===== src/rtl/core_bus_master.sv =====
// Single-outstanding initiator for the core bus. It takes one read or write request
// and runs one cyc/stb cycle. An ack-timeout watchdog turns a missing ack into an error response.
module core_bus_master #(
    parameter int BUS_WIDTH      = 32,
    parameter int ADDR_WIDTH     = 32,
    parameter int TIMEOUT_CYCLES = 255
) (
    input  logic                  clk,
    input  logic                  rst_n,
    input  logic                  req_valid_i,
    output logic                  req_ready_o,
    input  logic                  req_we_i,
    input  logic [ADDR_WIDTH-1:0] req_addr_i,
    input  logic [BUS_WIDTH-1:0]  req_data_i,
    output logic                  rsp_valid_o,
    input  logic                  rsp_ready_i,
    output logic [BUS_WIDTH-1:0]  rsp_data_o,
    output logic                  rsp_err_o,
    output logic                  core_cyc_o,
    output logic                  core_stb_o,
    output logic                  core_we_o,
    output logic [ADDR_WIDTH-1:0] core_addr_o,
    output logic [BUS_WIDTH-1:0]  core_data_o,
    input  logic [BUS_WIDTH-1:0]  core_data_i,
    input  logic                  core_ack_i
);
    // A 1-bit counter is kept when the watchdog is disabled so the width is never zero.
    localparam int CNT_W = (TIMEOUT_CYCLES > 0) ? $clog2(TIMEOUT_CYCLES + 1) : 1;
    localparam logic [CNT_W-1:0] CNT_LAST = CNT_W'((TIMEOUT_CYCLES > 0) ? TIMEOUT_CYCLES - 1 : 0);

    typedef enum logic [1:0] {IDLE, BUS, RESP} state_e;

    state_e                state_q, state_d;
    logic                  we_q, we_d;
    logic [ADDR_WIDTH-1:0] addr_q, addr_d;
    logic [BUS_WIDTH-1:0]  data_q, data_d;
    logic [BUS_WIDTH-1:0]  rsp_data_q, rsp_data_d;
    logic                  rsp_err_q, rsp_err_d;
    logic [CNT_W-1:0]      cnt_q, cnt_d;
    logic                  timeout_hit;

    assign timeout_hit = (TIMEOUT_CYCLES > 0) && (cnt_q == CNT_LAST);

    always_comb begin
        state_d    = state_q;
        we_d       = we_q;
        addr_d     = addr_q;
        data_d     = data_q;
        rsp_data_d = rsp_data_q;
        rsp_err_d  = rsp_err_q;
        cnt_d      = cnt_q;
        unique case (state_q)
            IDLE: begin
                if (req_valid_i) begin
                    we_d    = req_we_i;
                    addr_d  = req_addr_i;
                    data_d  = req_data_i;
                    cnt_d   = '0;
                    state_d = BUS;
                end
            end
            BUS: begin
                // Ack takes priority over a timeout expiring on the same edge.
                if (core_ack_i) begin
                    rsp_data_d = we_q ? '0 : core_data_i;
                    rsp_err_d  = 1'b0;
                    state_d    = RESP;
                end else if (timeout_hit) begin
                    rsp_data_d = '0;
                    rsp_err_d  = 1'b1;
                    state_d    = RESP;
                end else if (TIMEOUT_CYCLES > 0) begin
                    cnt_d = cnt_q + CNT_W'(1);
                end
            end
            RESP: begin
                if (rsp_ready_i) state_d = IDLE;
            end
            default: state_d = IDLE;
        endcase
    end

    always_ff @(posedge clk or negedge rst_n) begin
        if (!rst_n) begin
            state_q    <= IDLE;
            we_q       <= 1'b0;
            addr_q     <= '0;
            data_q     <= '0;
            rsp_data_q <= '0;
            rsp_err_q  <= 1'b0;
            cnt_q      <= '0;
        end else begin
            state_q    <= state_d;
            we_q       <= we_d;
            addr_q     <= addr_d;
            data_q     <= data_d;
            rsp_data_q <= rsp_data_d;
            rsp_err_q  <= rsp_err_d;
            cnt_q      <= cnt_d;
        end
    end

    assign req_ready_o = (state_q == IDLE);
    assign core_cyc_o  = (state_q == BUS);
    assign core_stb_o  = (state_q == BUS);
    assign rsp_valid_o = (state_q == RESP);
    assign core_we_o   = we_q;
    assign core_addr_o = addr_q;
    assign core_data_o = data_q;
    assign rsp_data_o  = rsp_data_q;
    assign rsp_err_o   = rsp_err_q;

endmodule


===== config.mk =====
export PLATFORM = sky130hd
export DESIGN_NAME = core_bus_master
export DESIGN_NICKNAME = d
export VERILOG_FILES = /design/src/rtl/core_bus_master.sv
export SDC_FILE = /design/constraint.sdc
export NUM_CORES = 1
export LEC_CHECK = 0
export ABC_AREA = 0
export BUFFER_PORTS_ARGS = -buffer_cell sky130_fd_sc_hd__buf_2
export CORE_UTILIZATION = 40
export CTS_BUF_LIST = sky130_fd_sc_hd__clkbuf_8 sky130_fd_sc_hd__clkbuf_16
export DETAILED_ROUTE_END_ITERATION = 8
export PLACE_DENSITY = 0.71
export SYNTH_ARGS = -nofsm -noshare
export SYNTH_HDL_FRONTEND = slang
export SYNTH_SLANG_ARGS = --single-unit

===== constraint.sdc =====
create_clock -name clk -period 2.41 [get_ports clk]
set_input_delay 0.1205 -clock clk [delete_from_list [all_inputs] [get_ports clk]]
set_output_delay 0.1205 -clock clk [all_outputs]
set_load 0.02 [all_outputs]

Word level (Yosys, flattened, before mapping)
Cells that the tools add are included.

Bits in registers: 108. Input bits: 102. Output and inout bits: 102. Logic and storage cells: 37.

Add/subtract/negate cells: 1. Equal/unequal tests: 8. Mux-type cells: 14. Reduce and logical (&&, ||, !) cells: 7.

Operators by type and width (number): $mux 32 (3); $mux 8 (3); $pmux 8 s2 (1); $add 8x1->8 const B (1); $eq 8x8->1 const B (1); $mux 2 (4); $ne 2x2->1 const B (3); $pmux 2 s3 (1); $reduce_and 2->1 (2); $reduce_and 4->1 (1); $reduce_bool 2->1 (2); $ne 3x1->1 const B (1); $reduce_and 3->1 (1); $eq 2x1->1 const B (1); $eq 2x2->1 const B (1); $logic_not 2->1 (1); $mux 1 (2); $ne 2x1->1 const B (1).

Depth between registers and ports, before layout
Gate-level depths: netlist of run 1.

Depth in word-level cells: 4. Mapped depth: 7. Mapped depth without buffers: 6.

Worst setup path before layout of run 1
OpenSTA, ideal clock, no wires.

Path type: register to register. From: register state_q[1]. To: register cnt_q[4]. Library setup time: 0.122 ns. Data arrival time: 1.464 ns. Required time: 2.288 ns. Setup slack: 0.824 ns. Cell stages (with the launch flop): 5. Buffers on the path: 1. Period minus slack after synthesis: 1.586 ns. Path through: dfrtp_1 -> nor2_1 -> nand2_1 -> clkbuf_1 -> a32o_1.

Word-level cells in the longest chain between the ends: 3. Elaborated cells on any way between the ends: 8. Those cells by class: eq/ne (4); mux (1); reduce/logical (3).

Ends and longest elaborated chain: start: declaration (line 33) `state_e state_q, state_d;`; start signal: assignment (line 93) `state_q <= state_d;`; $logic_not 2->1 (*); net req_ready_o (line 11) `output logic req_ready_o,`; $ne 2x2->1 (no source line) or $reduce_bool 2->1 (tied branches); $reduce_and 4->1 (no source line); end signal: assignment (line 99) `cnt_q <= cnt_d;`; end: declaration (line 39) `logic [CNT_W-1:0] cnt_q, cnt_d;`.

The timed path passes the listed nets; every way through them passes the cells marked *. A chain may end at the register's enable or synchronous reset.

Final worst setup path of run 1
From: register cnt_q[0]. To: register rsp_data_q[16], in the netlist rsp_data_o[16].

Word-level cells in the longest chain between the ends: 3.

Ends and longest elaborated chain: $eq 8x8->1 (line 42) `assign timeout_hit = (TIMEOUT_CYCLES > 0) && (cnt_q == CNT_LAST);`; $reduce_bool 2->1 (no source line); $reduce_and 2->1 (no source line); end signal: assignment (line 97) `rsp_data_q <= rsp_data_d;`; end: declaration (line 37) `logic [BUS_WIDTH-1:0] rsp_data_q, rsp_data_d;`.

No other way between the ends.

==> results of run 1 <==
-- power by group --
| part | total [W] | switching (W) | internal [W] |
|---|---|---|---|
| Sequential | 0.00311 | 0.000471 | 0.00264 |
| Clock | 0.00120 | 0.000593 | 0.000605 |
| Combinational | 0.00364 | 0.00233 | 0.00130 |
-- sequential cells by signal, summed over array words and instances, names as in the netlist --
register,flops
state_q,2
cnt_q,8
core_addr_o,32
rsp_data_o,32
core_data_o,32
core_we_o,1
rsp_err_o,1
-- layout by cell type (no fill, tap or decap), drive strengths merged, types with 2 or more instances in the layout --
master	count
buf	211
nand2	200
dfrtp	108
dlygate4sd3	100
a22o	32
clkbuf	10
nand3	8
inv	6
o21ai	6
nor3	4
nor2	4
nor3b	2
a31oi	2
a21oi	2
ha	2
bufinv	2
nand4	2
-- kinds of logic after synthesis --
| family | count (synthesis) | synth area share (%) |
|---|---|---|
| AO/OA/AOI/OAI | 46 | 8.910 |
| adder cells (fa/ha/maj) | 2 | 0.6040 |
| buffers and inverters | 27 | 3.020 |
| flip-flops | 108 | 65.24 |
| AND/OR/NAND/NOR | 228 | 22.23 |
-- metal layers --
metal  part of all wire (%)  vias to the layer above
li1                       -                     1930
met2                     50                      166
met4                    2.9                        0
met1                     41                     1943
met5                      0                        -
met3                    6.0                       32
-- area by class of cell --
class                      instances  area (µm²)  share of cell area [%]
sequential                       108        2703                   41.40
timing repair buffer             311        2105                   32.23
multi-input combinational        276        1323                   20.26
tap                              133       166.4                   2.549
clock buffer                      10       137.6                   2.108
clock inverter                     6       80.08                   1.227
inverter                           4       15.01                  0.2300
-- stage by stage --
stage	worst slack, ns	util, %	instance area, µm²	hold WS, ns	instances
after detailed placement	0.6704	53.59	5310	0.1718	732
after global routing	0.5142	65.88	6529	0.2159	848
final	0.6538	65.88	6529	0.2108	848
after global placement	0.7360	53.59	5310	0.1621	732
after floorplan	0.8241	-	4143	-0.1751	411
after CTS	0.6472	65.88	6529	0.1880	848
-- how the worst min path moves through the flow --
stage	from	end	depth (start not counted)
2_1_floorplan	rst_n	cnt_q[0]	0
3_3_place_gp	rst_n	core_data_o[6]	1
3_5_place_dp	rst_n	core_data_o[6]	1
4_1_cts	req_valid_i	core_addr_o[7]	4
5_1_grt	req_valid_i	core_we_o	4
6_report	req_valid_i	core_addr_o[7]	4
-- cell usage after synthesis, types with 2 or more instances --
library cell	instances	share of area [%]
nor3b_1	2	0.36
clkbuf_1	8	0.72
a21oi_1	2	0.24
o21ai_1	2	0.24
nand3_1	8	0.97
inv_1	4	0.36
buf_4	2	0.36
nor2_1	2	0.18
a31oi_1	2	0.30
nor3_1	4	0.48
a22o_1	32	6.8
buf_2	13	1.6
dfrtp_1	108	65
ha_1	2	0.60
o21ai_0	3	0.36
nand2_1	200	18
nor2_2	2	0.30
-- worst max-delay path, stage by stage (launching register included) --
cell,delay (ns)
dfrtp_1,0.41
inv_1,0.06
ha_1,0.19
nand3_1,0.13
nor2_2,0.07
o21ai_2,0.40
buf_4,0.28
a22o_1,0.15
==> flow_metrics.tcl, run 1 <==
set metrics [dict create \
    grt_start_max_net_pins 64 \
    cp.arrival_ns 2.06 \
    crit_required_ns 2.72 \
    met1_usage_pct 27.10 \
    cts.sinks 108 \
    rows 36 \
    maxSlewHeadroom_pct 60.36 \
    detail-route-antenna-nets 0 \
    rr_endpoint "rsp_data_o[16]" \
    clk_pin_slew_worst_paths_ns 0.09 \
    portBuffers 203 \
    r2r-start "cnt_q[0]" \
    dieArea_um2 10770 \
    die_x_um 103.8 \
    yosys_warnings 0 \
    crit_path_end "rsp_data_o[16]" \
    num_vias 4071 \
    slew_viol_final 0 \
    hold_path_class "input pin to flop" \
    p_per_area_nw_per_um2 1217 \
    design.core.area_um2 9910 \
    busiest_layer "met2" \
    dpl.hpwl_mm 7.109 \
    syn-cell-area_um2 4143 \
    fin_crit_sh_pct 72.87 \
    drc 0 \
    clock_latency_ns 0.38 \
    drive_above_1_share_pct 32.45 \
    ctsLongestPathBuffers 2 \
    startpoint_type "flop" \
    rsz0062_at_grt "no" \
    die_y_um 103.8 \
    fillers 750 \
    critPathLaunch "cnt_q[0]" \
    p_total_w 0.007944 \
    skew_ns 0.01363 \
    ctsHoldBuffers 100 \
    nNetsFinal 814 \
    avgViaCountPerCell 4.801 \
    htree_num_levels 3 \
    rr_worst_depth 7 \
    tightest_slew_ns 0.5946 \
    grt_usage_pct 23.17 \
    hold_violations 0 \
    tns_ns 0 \
    numCtsBuffers 9 \
    peakVddDrop_mv 0.8205 \
    io_pins 204 \
    synthCells 411 \
    globalplace.congestion 0.7759 \
    synth_edf_count 0 \
    end_kind "flop" \
    grt_pass1_vias 4027 \
    use_met2_pct 39.88 \
    cts.repair.resized 0 \
    path_class "flop to flop" \
    power_leakage_nw 3.628 \
    syn2layout_area_growth_pct 57.60 \
    grt_overflow 0 \
    start_util_pct 41.81 \
    grt_pass1_wl_mm 19.72 \
    ys_ff_latch 108 \
    synth_flop_cell "dfrtp_1" \
    grtUsageMet3_pct 6.104 \
    wl_per_cell_um 14.33 \
    clock-root-buffer "clkbuf_8" \
    cp_max_fo 13 \
    wirelength_mm 12.15 \
    rrSetupSlack_ns 0.65 \
    ys_types 32 \
    setup_viol 0 \
    async_flop_share_pct 100.0 \
    antenna_cells 0 \
    timing.fmax_ghz 0.5694 \
    antenna_found_initial 0 \
    status "complete, no violations" \
    avgSynthCellArea_um2 10.08 \
    drtPass1Iterations 4 \
    cts_tree "done" \
    syn_nets 515 \
    drtIter0Drc 264 \
    post_cts_buffers 0 \
    drv_cap 0 \
    yosysSeqAreaShare_pct 65.24 \
    period_minus_slack_ns 1.756 \
]
Power figures use the tool's default switching activity.
==> run 2, diff against run 1 <==
clock period = 1.8 ns   (was 2.41 ns; I/O delays follow)
==> run 2 against run 1 <==
  * Sequential share of layout area hardly changed
  * Combinational power up 34%
  * Total power rose by 32%
  * Global-route usage about the same
  * Via count is 0.47% higher
  * Worst hold slack improved by 0.015 ns
  * Clock-buffer cell count up 2
  * Non-clock buffer count up 3
  * Sequential power increased by 34%
  * Cell count is 0.35% higher
  * Largest cell class unchanged
  * Largest power group unchanged
==> flow_metrics.tcl, run 2 (synthesis results as in run 1) <==
set metrics [dict create \
    ctsLongestPathBuffers 2 \
    r2r-start "state_q[1]" \
    cts.repair.resized 0 \
    crit_required_ns 1.71 \
    tightest_slew_ns 0.4496 \
    dpl.hpwl_mm 7.299 \
    hold_path_class "input pin to async pin" \
    setup_viol 0 \
    slew_viol_final 0 \
    die_x_um 103.8 \
    startpoint_type "flop" \
    fin_crit_sh_pct 92.03 \
    rsz0062_at_grt "no" \
    grt_start_max_net_pins 36 \
    rr_worst_depth 5 \
    clock_latency_ns 0.36 \
    cts.sinks 108 \
    drtIter0Drc 281 \
    power_leakage_nw 3.625 \
    mostFrequentLayoutCell "buf_2" \
    end_kind "primary output" \
    rows 36 \
    cpMaxStageDelayCell "dfrtp_1" \
    dp_cells 735 \
    skew_ns 0.009407 \
    die_y_um 103.8 \
    path_cells "nor2b_1 -> buf_4 -> buf_2" \
    num_vias 4090 \
    design.core.area_um2 9910 \
    ctsHoldBuffers 100 \
    period_minus_slack_ns 1.656 \
    start_util_pct 41.81 \
    critPathMaxStageDelay_ns 0.44 \
    grt_pass1_vias 4177 \
    nNetsFinal 817 \
    globalplace.congestion 0.7958 \
    clk_pin_slew_worst_paths_ns 0.10 \
    timing.fmax_ghz 0.6037 \
    wirelength_mm 12.09 \
    status "complete, no violations" \
    cp_max_fo 6 \
    rr_endpoint "core_addr_o[29]" \
    antenna_found_initial 0 \
    syn2layout_area_growth_pct 57.66 \
    avgViaCountPerCell 4.806 \
    cts_tree "done" \
    drive_above_1_share_pct 33.01 \
    grt_pass1_wl_mm 20.00 \
    antenna_cells 0 \
    path_class "flop to primary output" \
    drv_cap 0 \
    cp.arrival_ns 1.57 \
    tns_ns 0 \
    wl_per_cell_um 14.21 \
    numCtsBuffers 9 \
    p_per_area_nw_per_um2 1600 \
    final_cells 851 \
    dieArea_um2 10770 \
    io_pins 204 \
    maxSlewHeadroom_pct 70.03 \
    portBuffers 203 \
    clock-root-buffer "clkbuf_8" \
    peakVddDrop_mv 0.8119 \
    drc 0 \
    drtPass1Iterations 4 \
    final_cell_mix "buf_2 (202), nand2_1 (199), dfrtp_1 (108)" \
    htree_num_levels 3 \
    rrSetupSlack_ns 0.16 \
    detail-route-antenna-nets 0 \
    post_cts_buffers 0 \
    grt_overflow 0 \
    whs_ns 0.2259 \
    grt_usage_pct 23.15 \
    hold_violations 0 \
]
-- run 2: changes by cell type in the layout (fill, tap and decap cells not counted), sizes merged --
cell / previous run / this run
clkbuf: 10 / 12
buf: 211 / 214
bufinv: 2 / 0
inv: 6 / 4
clkinv: 1 / 2
clkinvlp: 1 / 2
-- run 2: area by class of cell --
cell class | count | area, µm²
clock buffer | 12 | 165.2
clock inverter | 4 | 32.53
fill | 763 | 3378
inverter | 4 | 15.01
multi-input combinational | 276 | 1323
sequential | 108 | 2703
tap | 133 | 166.4
timing repair buffer | 314 | 2127
-- run 2: worst max-delay path: cells and delay by family (launching register included) --
kind | cells | cell delay, ns
AND/OR/NAND/NOR | 1 | 0.38
buffers and inverters | 2 | 0.39
flip-flops | 1 | 0.44
-- run 2: report_power, final --
group / internal [W] / total, W / leakage, nW / switching [W]
logic: 0.00176 / 0.00486 / 2.17 / 0.00310
clock network: 0.000622 / 0.00141 / 0.0948 / 0.000791
registers: 0.00353 / 0.00418 / 1.36 / 0.000643
total: 0.00591 / 0.0104 / 3.62 / 0.00454
-- run 2: worst max path at each step --
stage	from	to	cells after the start
floorplan	state_q[1]	cnt_q[4]	4
global placement	state_q[1]	core_addr_o[23]	5
detailed placement	state_q[1]	core_addr_o[27]	5
CTS	state_q[1]	core_cyc_o	3
global route	state_q[0]	core_cyc_o	3
finish	state_q[1]	core_cyc_o	3
-- run 2: per-stage QoR --
step / power (W) / setup slack (ns) / area [µm²] / util (%)
2_1_floorplan: 0.007093 / 0.2141 / 4143 / -
3_3_place_gp: 0.008721 / 0.2388 / 5333 / 53.81
3_5_place_dp: 0.008864 / 0.1731 / 5333 / 53.81
4_1_cts: 0.01048 / 0.1294 / 6531 / 65.91
5_1_grt: 0.01117 / 0.03719 / 6531 / 65.91
6_report: 0.01045 / 0.1435 / 6531 / 65.91
-- run 2: routing by layer --
layer | track usage, % | up-vias | wire, µm
met5 | 0 | - | 0
met4 | 12.04 | 0 | 414
met3 | 4.405 | 37 | 743
met2 | 39.17 | 191 | 6037
met1 | 28.21 | 1928 | 4894
li1 | - | 1934 | -
==> run 3, diff against run 2 <==
CORE_MARGIN = 4   (was unset)
CORE_UTILIZATION = 46   (was 40)
PLACE_DENSITY = 0.8   (was 0.71)
RECOVER_POWER = 50   (was unset)
==> run 3 against run 2 <==
  * Clock-buffer cell count is 2 lower
  * First-iteration DRC count is 35% lower
  * Sequential power is 2% higher
  * Register-to-register slack better by 0.03 ns
  * Global-route usage is 2.0 points higher
  * Die area is 1.7% lower
  * Clock power is 8% higher
  * Critical endpoint is now rsp_data_o[10]
  * Clock skew is 0.0067 ns higher
==> flow_metrics.tcl, run 3 (synthesis results as in run 1) <==
set metrics [dict create \
    status "complete, no violations" \
    rrSetupSlack_ns 0.19 \
    skew_ns 0.01613 \
    wl_per_cell_um 16.32 \
    ctsLongestPathBuffers 2 \
    clk_pin_slew_worst_paths_ns 0.10 \
    globalplace.congestion 0.7844 \
    critPathTopFamily "flip-flops" \
    nNetsFinal 815 \
    drv_cap 0 \
    placed_area_um2 5319 \
    p_per_area_nw_per_um2 1637 \
    rsz0062_at_grt "no" \
    peakVddDrop_mv 0.9143 \
    detail-route-antenna-nets 0 \
    htree_num_levels 3 \
    cts.sinks 108 \
    portBuffers 203 \
    slew_viol_final 0 \
    maxSlewHeadroom_pct 33.86 \
    tns_ns 0 \
    path_class "flop to flop" \
    design.core.area_um2 8763 \
    hold_path_class "input pin to flop" \
    cpMaxStageDelayCell "dfrtp_1" \
    hold_violations 0 \
    drtPass1Iterations 5 \
    rows 34 \
    wirelength_mm 13.45 \
    grt_usage_pct 25.19 \
    die_x_um 102.9 \
    cp.arrival_ns 1.84 \
    avgViaCountPerCell 5.045 \
    syn2layout_area_growth_pct 55.75 \
    path_cells "inv_1 -> ha_1 -> nand3_1 -> nor2_2 -> o21ai_2 -> buf_4 -> a22o_1" \
    die_y_um 102.9 \
    numCtsBuffers 9 \
    critPathMaxStageDelay_ns 0.44 \
    fillers 621 \
    final_cell_mix "nand2_1 (199), buf_2 (151), dfrtp_1 (108)" \
    tightest_slew_ns 0.9921 \
    grt_start_max_net_pins 54 \
    io_pins 204 \
    power_leakage_nw 3.463 \
    drc 0 \
    cts_tree "done" \
    crit_required_ns 2.03 \
    start_util_pct 47.27 \
    setup_ws_ns 0.1949 \
    dieArea_um2 10590 \
    fin_crit_sh_pct 89.17 \
    clock_latency_ns 0.36 \
    post_cts_buffers 0 \
    crit_buf_inv 2 \
    grt_pass1_vias 4304 \
    post-route-util_pct 73.63 \
    grt_overflow 0 \
    stdcell_area_um2 6452 \
    dpl.hpwl_mm 7.879 \
    grt_pass1_wl_mm 20.71 \
    drtIter0Drc 182 \
    antenna_cells 0 \
    setup_viol 0 \
    antenna_found_initial 0 \
    mostFrequentLayoutCell "nand2_1" \
    cp_max_fo 24 \
    timing.fmax_ghz 0.6230 \
    startpoint_type "flop" \
    period_minus_slack_ns 1.605 \
    place_worst_setup_slack_ns 0.2449 \
    clock-root-buffer "clkbuf_8" \
    end_kind "flop" \
    num_vias 4157 \
    drive_above_1_share_pct 25.84 \
]
run 3: cell types whose count changed in the layout (fill, tap and decap cells not counted):
| cell | change |
|---|---|
| buf_12 | +2 |
| clkinv_2 | +1 |
| bufinv_16 | +1 |
| inv_8 | +1 |
| buf_2 | -51 |
| clkinv_4 | -1 |
| dlygate4sd3_1 | -1 |
| buf_4 | -4 |
| clkbuf_1 | +51 |
| clkbuf_2 | +1 |
| inv_6 | +1 |
| clkinvlp_4 | -1 |
| clkbuf_8 | -2 |
run 3: timing repair:
item | in CTS | in global routing
resized for setup | 0 | 0
hold buffers | 99 | 0
endpoints found under the hold margin | 135 | 0
run 3: metrics by stage:
| stage | hold slack, ns | std cells | total power, W |
|---|---|---|---|
| CTS | 0.005029 | 824 | 0.01065 |
| floorplan | -0.2056 | 411 | 0.007093 |
| global placement | 0.09908 | 709 | 0.008759 |
| detailed placement | 0.1040 | 709 | 0.008945 |
| finish | 0.02539 | 824 | 0.01056 |
| global route | 0.01735 | 824 | 0.01123 |
run 3: final cells by class:
cell class / count / area, µm² / share of cell area, %
repair buffers: 312 / 2068 / 32.05
clock buffers: 10 / 137.6 / 2.133
clock inverters: 6 / 71.32 / 1.105
well taps: 108 / 135.1 / 2.094
multi-input cells: 276 / 1323 / 20.50
flip-flops and latches: 108 / 2703 / 41.88
inverters: 4 / 15.01 / 0.2327
run 3: per-layer routing:
layer	GRT usage (%)	up-vias	share of wire, %
met2	45.09	216	52
met1	29.04	1965	36
met5	0	-	0
li1	-	1934	-
met4	10.76	0	3.2
met3	5.413	42	8.5
run 3: where the power goes:
group          switching (W)  leakage [nW]  internal, W  total, W
sequential          0.000714          1.36      0.00353   0.00425
clock               0.000822         0.105     0.000697   0.00152
combinational        0.00317          1.99      0.00163   0.00480
total                0.00470          3.46      0.00586    0.0106
run 3: worst paths after layout:
check                           depth (start not counted)         endpoint           start
min in group asynchronous                               2   core_data_o[2]           rst_n
worst max register to register                          7   rsp_data_o[10]        cnt_q[0]
worst min register to register                          2   core_data_o[2]  core_data_o[2]
max in group asynchronous                               3  core_data_o[10]           rst_n
worst max-delay path                                    7   rsp_data_o[10]        cnt_q[0]
worst min-delay path                                    2        rsp_err_o      core_ack_i
run 3: worst reg2reg max path: stages (launching register included):
cell	delay [ns]
dfrtp_1	0.44
inv_1	0.08
ha_1	0.14
nand3_1	0.13
nor2_2	0.19
o21ai_2	0.08
buf_4	0.22
a22o_1	0.23
